$ cat config.mk
export PLATFORM = sky130hd
export DESIGN_NAME = trap_monitor
export DESIGN_NICKNAME = d
export VERILOG_FILES = /design/src/rtl/trap_monitor.sv
export SDC_FILE = /design/constraint.sdc
export NUM_CORES = 2
export LEC_CHECK = 0
export CORE_MARGIN = 3
export CORE_UTILIZATION = 59
export DETAILED_ROUTE_END_ITERATION = 7
export PLACE_DENSITY = 0.93
export SETUP_SLACK_MARGIN = 0.3
export SLEW_MARGIN = 15
export SYNTH_ARGS = -nofsm -noshare
export SYNTH_HDL_FRONTEND = slang
export SYNTH_SLANG_ARGS = --single-unit
$ cat constraint.sdc
create_clock -name clock -period 9.89 [get_ports clock]
set_clock_uncertainty 0.05 [all_clocks]
set_input_delay 1.978 -clock clock [delete_from_list [all_inputs] [get_ports clock]]
set_output_delay 1.978 -clock clock [all_outputs]
set_load 0.01 [all_outputs]
$ cat src/rtl/trap_monitor.sv
// trap_monitor: watches a multi-channel commit stream for the program's exit trap.
// It counts retired instructions and elapsed cycles, keeps a ring of recent PCs,
// declares a hang after TIMEOUT idle cycles, and settles in an absorbing DONE state.
// Optional feature macro: TRAP_MONITOR_REPORT_EN prints a run summary on DONE entry
// and ends the simulation; without it the block contains no simulation tasks.
module trap_monitor #(
  parameter int NCOMMIT     = 2,
  parameter int XLEN        = 64,
  parameter int TRACE_DEPTH = 8,
  parameter int TIMEOUT     = 4096,
  parameter int DRAIN       = 4
) (
  input  logic                          clock,
  input  logic                          reset_n,
  input  logic [NCOMMIT-1:0]            commit_valid,
  input  logic [NCOMMIT*XLEN-1:0]       commit_pc,
  input  logic [NCOMMIT*32-1:0]         commit_inst,
  input  logic [NCOMMIT-1:0]            exit,
  input  logic [XLEN-1:0]               a0,
  input  logic [$clog2(TRACE_DEPTH)-1:0] trace_idx,
  output logic [XLEN-1:0]               trace_pc,
  output logic [1:0]                    state,
  output logic                          done,
  output logic                          good,
  output logic                          hang,
  output logic [XLEN-1:0]               exit_pc,
  output logic [31:0]                   exit_inst,
  output logic [XLEN-1:0]               exit_code,
  output logic [63:0]                   instr_cnt,
  output logic [63:0]                   cycle_cnt
);

  localparam int IDX_W   = $clog2(TRACE_DEPTH);
  localparam int CH_W    = (NCOMMIT > 1) ? $clog2(NCOMMIT) : 1;
  localparam int IDLE_W  = $clog2(TIMEOUT + 1);
  localparam int DRAIN_W = $clog2(DRAIN + 1);
  localparam logic [IDLE_W-1:0]  IDLE_MAX  = IDLE_W'(TIMEOUT - 1);
  localparam logic [DRAIN_W-1:0] DRAIN_MAX = DRAIN_W'(DRAIN - 1);

  // Encoding 3 is never entered; the next-state logic treats it as DONE.
  typedef enum logic [1:0] {
    ST_RUN   = 2'd0,
    ST_DRAIN = 2'd1,
    ST_DONE  = 2'd2
  } state_t;

  state_t              state_q, state_d;
  logic [DRAIN_W-1:0]  drain_q, drain_d;
  logic [IDLE_W-1:0]   idle_q, idle_d;
  logic [63:0]         instr_q, instr_d;
  logic [63:0]         cycle_q, cycle_d;
  logic                done_q, done_d;
  logic                good_q, good_d;
  logic                hang_q, hang_d;
  logic [XLEN-1:0]     exit_pc_q, exit_pc_d;
  logic [31:0]         exit_inst_q, exit_inst_d;
  logic [XLEN-1:0]     exit_code_q, exit_code_d;

  logic [XLEN-1:0]     hist_q [TRACE_DEPTH];
  logic [IDX_W-1:0]    wp_q, wp_d;
  logic [IDX_W-1:0]    wr_idx [NCOMMIT];
  logic [IDX_W-1:0]    ofs;
  logic [IDX_W-1:0]    rd_idx;

  logic [NCOMMIT-1:0]  acc;
  logic                trap_hit;
  logic [CH_W-1:0]     trap_ch;
  logic [2:0]          acc_cnt;
  logic                commit_any;

  function automatic logic [2:0] popcount(input logic [NCOMMIT-1:0] v);
    logic [2:0] n;
    n = '0;
    for (int i = 0; i < NCOMMIT; i++) n = n + 3'(v[i]);
    return n;
  endfunction

  // Accepted channels: valid ones up to and including the lowest trapping channel, RUN only.
  always_comb begin
    acc      = '0;
    trap_hit = 1'b0;
    trap_ch  = '0;
    for (int i = 0; i < NCOMMIT; i++) begin
      if (!trap_hit) begin
        acc[i] = commit_valid[i];
        if (commit_valid[i] && exit[i]) begin
          trap_hit = 1'b1;
          trap_ch  = CH_W'(i);
        end
      end
    end
    if (state_q != ST_RUN) begin
      acc      = '0;
      trap_hit = 1'b0;
    end
    acc_cnt    = popcount(acc);
    commit_any = |acc;
  end

  // Ring write slots: accepted commits pack contiguously from wp in channel order.
  always_comb begin
    ofs = '0;
    for (int i = 0; i < NCOMMIT; i++) begin
      wr_idx[i] = wp_q + ofs;
      ofs       = ofs + IDX_W'(acc[i]);
    end
    wp_d   = wp_q + IDX_W'(acc_cnt);
    rd_idx = wp_q - IDX_W'(1) - trace_idx;
  end

  // FSM next state together with counters, captured trap fields and status flags.
  always_comb begin
    state_d     = state_q;
    drain_d     = drain_q;
    idle_d      = idle_q;
    instr_d     = instr_q;
    cycle_d     = cycle_q;
    done_d      = done_q;
    good_d      = good_q;
    hang_d      = hang_q;
    exit_pc_d   = exit_pc_q;
    exit_inst_d = exit_inst_q;
    exit_code_d = exit_code_q;
    case (state_q)
      ST_RUN: begin
        cycle_d = cycle_q + 64'd1;
        instr_d = instr_q + 64'(acc_cnt);
        if (trap_hit) begin
          state_d     = ST_DRAIN;
          drain_d     = '0;
          exit_pc_d   = commit_pc[trap_ch*XLEN +: XLEN];
          exit_inst_d = commit_inst[trap_ch*32 +: 32];
          exit_code_d = a0;
        end else if (commit_any) begin
          idle_d = '0;
        end else if (idle_q == IDLE_MAX) begin
          state_d = ST_DONE;
          done_d  = 1'b1;
          hang_d  = 1'b1;
          good_d  = 1'b0;
        end else begin
          idle_d = idle_q + IDLE_W'(1);
        end
      end
      ST_DRAIN: begin
        cycle_d = cycle_q + 64'd1;
        if (drain_q == DRAIN_MAX) begin
          state_d = ST_DONE;
          done_d  = 1'b1;
          hang_d  = 1'b0;
          good_d  = (exit_code_q == '0);
        end else begin
          drain_d = drain_q + DRAIN_W'(1);
        end
      end
      default: begin
        state_d = ST_DONE;
        done_d  = 1'b1;
      end
    endcase
  end

  // Control and status registers; reset aborts any run in progress.
  always_ff @(posedge clock or negedge reset_n) begin
    if (!reset_n) begin
      state_q     <= ST_RUN;
      drain_q     <= '0;
      idle_q      <= '0;
      instr_q     <= '0;
      cycle_q     <= '0;
      done_q      <= 1'b0;
      good_q      <= 1'b0;
      hang_q      <= 1'b0;
      exit_pc_q   <= '0;
      exit_inst_q <= '0;
      exit_code_q <= '0;
    end else begin
      state_q     <= state_d;
      drain_q     <= drain_d;
      idle_q      <= idle_d;
      instr_q     <= instr_d;
      cycle_q     <= cycle_d;
      done_q      <= done_d;
      good_q      <= good_d;
      hang_q      <= hang_d;
      exit_pc_q   <= exit_pc_d;
      exit_inst_q <= exit_inst_d;
      exit_code_q <= exit_code_d;
    end
  end

  // PC history ring; a later channel landing on the same slot overwrites an earlier one.
  always_ff @(posedge clock or negedge reset_n) begin
    if (!reset_n) begin
      for (int k = 0; k < TRACE_DEPTH; k++) hist_q[k] <= '0;
      wp_q <= '0;
    end else begin
      for (int i = 0; i < NCOMMIT; i++) begin
        if (acc[i]) hist_q[wr_idx[i]] <= commit_pc[i*XLEN +: XLEN];
      end
      wp_q <= wp_d;
    end
  end

  assign trace_pc  = hist_q[rd_idx];
  assign state     = state_q;
  assign done      = done_q;
  assign good      = good_q;
  assign hang      = hang_q;
  assign exit_pc   = exit_pc_q;
  assign exit_inst = exit_inst_q;
  assign exit_code = exit_code_q;
  assign instr_cnt = instr_q;
  assign cycle_cnt = cycle_q;

`ifdef TRAP_MONITOR_REPORT_EN
  logic reported_q;

  // One-shot run report once DONE is reached, then end the simulation.
  always_ff @(posedge clock or negedge reset_n) begin
    if (!reset_n) begin
      reported_q <= 1'b0;
    end else if (done_q && !reported_q) begin
      reported_q <= 1'b1;
      $display("trap_monitor: result=%s exit_pc=%h exit_inst=%h exit_code=%h instr_cnt=%0d cycle_cnt=%0d",
               hang_q ? "hang" : (good_q ? "good" : "bad"),
               exit_pc_q, exit_inst_q, exit_code_q, instr_q, cycle_q);
      for (int k = 0; k < TRACE_DEPTH; k++) begin
        $display("trap_monitor: trace[%0d] pc=%h", k, hist_q[wp_q - IDX_W'(k + 1)]);
      end
      $finish;
    end
  end
`else
  // Report disabled: the block is purely synthesizable logic.
`endif

endmodule

==> impl_metrics.json <==
{
  "outcome": "finished clean",
  "grt_max_degree": 150,
  "area_growth_pct": 22.2,
  "drt_iter0_drc": 3918,
  "wl_um": 132000,
  "fmax_ghz": 0.129,
  "finalCritPeriodShare_pct": 78.5,
  "finalCriticalPeriod_ns": 7.76,
  "slew_viol_final": 0,
  "avgViaCountPerCell": 6.38,
  "drive_gt1_share_pct": 11.2,
  "cp.arrival_ns": 5.73,
  "wl_per_cell_um": 25.1,
  "route.detailed.drc": 0,
  "cts-root-buf": "clkbuf_16",
  "yosys.cell_types.count": 57,
  "fp-row-count": 96,
  "clock_path_buffers": 3,
  "clkTransAtPathRegs_ns": 0.05,
  "syn_nets": 4138,
  "cp.required_ns": 7.86,
  "switchingPower_mw": 5.15,
  "cts_hold_buf": 0,
  "end_kind": "primary output",
  "power.density_nw_per_um2": 298,
  "cp_max_fo": 64,
  "clk_latency_ns": 0.63,
  "portBuffers": 621,
  "start_kind": "input pin",
  "p_clk_share_pct": 22.2,
  "die_width_um": 272,
  "fin_nets": 4513,
  "drv_cap": 0,
  "p_comb_share_pct": 41.6,
  "finalSetupTns_ns": 0,
  "dp.cells": 5077,
  "io-pin-count": 622,
  "cts_setup_buffers": 0,
  "cts_made_buffers": 87,
  "core_area_sq_um": 69300,
  "cts_tree": "yes",
  "seqPwrFrac_pct": 36.2,
  "cts_resized": 0,
  "crit_type": "input pin to primary output",
  "grt_pass1_vias": 35152,
  "vias": 33453,
  "yosysWarningCount": 0,
  "power.share.switching_pct": 33.9,
  "clock_sinks": 824,
  "drtPass1Iterations": 6,
  "p_leak_nw": 23.3,
  "yosysSeqAreaShare_pct": 49.4,
  "synth_area_sq_um": 41800,
  "slew_headroom_pct": 25.0,
  "hp-class": "register to register",
  "dieArea_sq_um": 74000,
  "hold_viol": 0,
  "final_core_util_pct": 73.7,
  "vdd_ir_drop_max_uv": 473,
  "grt_pass1_wl_um": 204000,
  "rsz0062_at_grt": "false",
  "intPower_mw": 10.0,
  "gr-total-overflow": 0,
  "fin_cells": 5245,
  "worstMarginPinSlew_ns": 1.13,
  "setup_viol": 0,
  "gp_congestion": 0.890,
  "gr-usage-all-layers_pct": 35.3,
  "final_area_sq_um": 51100,
  "avgSynthCellArea_sq_um": 10.8,
  "start_util_pct": 60.3,
  "antenna_found_initial": 15,
  "dieHeight_um": 272,
  "netlist_instances": 3860,
  "hpwl_um": 80000,
  "dpl_cell_area_sq_um": 48100,
  "ant_nets": 0,
  "synth-seq-cells": 824,
  "cts_max_level": 3
}
==> synth_stat cells, drive strengths merged <==
library cell	number	share of area (%)
o21ai	388	4.6
buf	113	1.4
nor4	37	0.62
nor3	38	0.48
nand4bb	1	0.066
o31ai	2	0.069
and2b	1	0.018
nor2	279	2.5
and3b	1	0.021
fa	2	0.096
or3b	1	0.021
or2	4	0.060
nor4b	2	0.042
nand2b	5	0.075
and3	14	0.21
or4	5	0.090
nor2b	4	0.060
a31o	1	0.021
a211oi	2	0.036
a22o	1	0.021
mux2	132	3.6
nand3b	1	0.018
mux2i	609	15
or3	3	0.045
nand4b	1	0.021
xnor2	79	1.7
a22oi	1	0.018
ha	11	0.33
and4b	1	0.024
and4	16	0.34
mux4	128	6.9
a2111oi	2	0.042
a32o	1	0.024
nand2	451	4.1
nor3b	3	0.054
dfrtp	824	49
nand4	50	0.87
xor2	62	1.3
clkbuf	264	2.4
and2	11	0.16
a21oi	227	2.7
inv	29	0.26
nand3	51	0.61
and4bb	2	0.060
==> cells by family (layout without fill, tap and decap cells) <==
| group | Yosys count | count (layout) | synth area share [%] |
|---|---|---|---|
| AO/OA/AOI/OAI | 625 | 625 | 7.60 |
| XOR/XNOR | 141 | 141 | 2.96 |
| adder cells (fa/ha/maj) | 13 | 13 | 0.425 |
| buffers and inverters | 406 | 848 | 4.05 |
| flip-flops | 824 | 824 | 49.4 |
| multiplexers | 869 | 869 | 25.1 |
| other | 0 | 12 | 0 |
| AND/OR/NAND/NOR | 982 | 982 | 10.5 |
==> layout make-up <==
class / instances / area (sq um)
inverter: 29 / 109
sequential: 824 / 20600
clock buffer: 122 / 2520
tap: 931 / 1160
multi-input combinational: 2630 / 19600
timing repair buffer: 663 / 6600
fill: 4343 / 18300
antenna: 12 / 30.0
clock inverter: 34 / 412
==> metrics by stage <==
stage,hold WS (ns),power [mW],setup WS [ns]
3_3_place_gp,0.402,11.4,2.21
6_report,0.431,15.2,2.13
4_1_cts,0.435,15.2,2.15
3_5_place_dp,0.422,11.7,2.16
5_1_grt,0.460,15.9,1.97
2_1_floorplan,0.393,8.94,3.52
==> path summary, 6_finish.rpt <==
check | cells after the start | end | from | slack (ns)
max in group asynchronous | 3 | instr_cnt[36]$_DFFE_PN0N_ | reset_n | 6.27
worst max register to register | 10 | hist_q[67]$_DFF_PN0_ | state[1]$_DFFE_PN0P_ | 5.58
worst min register to register | 1 | done$_DFFE_PN0P_ | done$_DFFE_PN0P_ | 0.43
worst max-delay path | 9 | trace_pc[63] | trace_idx[0] | 2.13
worst min-delay path | 1 | done$_DFFE_PN0P_ | done$_DFFE_PN0P_ | 0.43
min in group asynchronous | 1 | hist_q[244]$_DFF_PN0_ | reset_n | 1.35
==> critical path, cell delays in order <==
cell             delay, ns
clkdlybuf4s50_1       0.41
inv_1                 0.10
ha_4                  0.13
inv_1                 0.05
fa_4                  1.03
buf_12                0.45
mux4_2                0.57
mux2_2                0.27
clkdlybuf4s50_1       0.61
==> state kept, by name, summed over array words and instances (netlist names), 2 cells and up <==
signal / flops
wp_q: 3
hist_q: 512
idle_q: 13
exit_pc: 64
state: 2
exit_inst: 32
instr_cnt: 64
drain_q: 3
exit_code: 64
cycle_cnt: 64
==> cells in the final DEF (no fill, tap or decap), drive strengths merged, types with 5 or more instances in the layout <==
master and count:
nand2 451, or4 5, mux2 132, dfrtp 824, xnor2 79, clkbuf 122
bufinv 7, a21oi 227, xor2 62, mux4 128, inv 32, nor3 38
and2 11, diode 12, ha 11, and4 16, buf 43, nand3 51
clkdlybuf4s50 620, nor4 37, nand2b 5, mux2i 609, and3 14, nand4 50
clkinv 23, nor2 279, o21ai 388
==> power by group through the flow <==
stage,Combinational (mW),Sequential [mW],Clock [mW]
4_1_cts,6.29,5.47,3.40
5_1_grt,6.74,5.62,3.56
2_1_floorplan,3.57,5.36,0
3_5_place_dp,6.21,5.49,0
6_report,6.32,5.49,3.38
3_3_place_gp,5.99,5.42,0
==> per-layer routing <==
metal  track usage, %  up-vias  part of all wire, %
li1                 -    14274                    -
met1             43.6    16727                   37
met2             57.5     1950                   49
met3             9.80      494                   10
met4             17.6        8                  4.7
met5                0        -                0.055
Note: power is estimated with default switching activity, not from simulation.
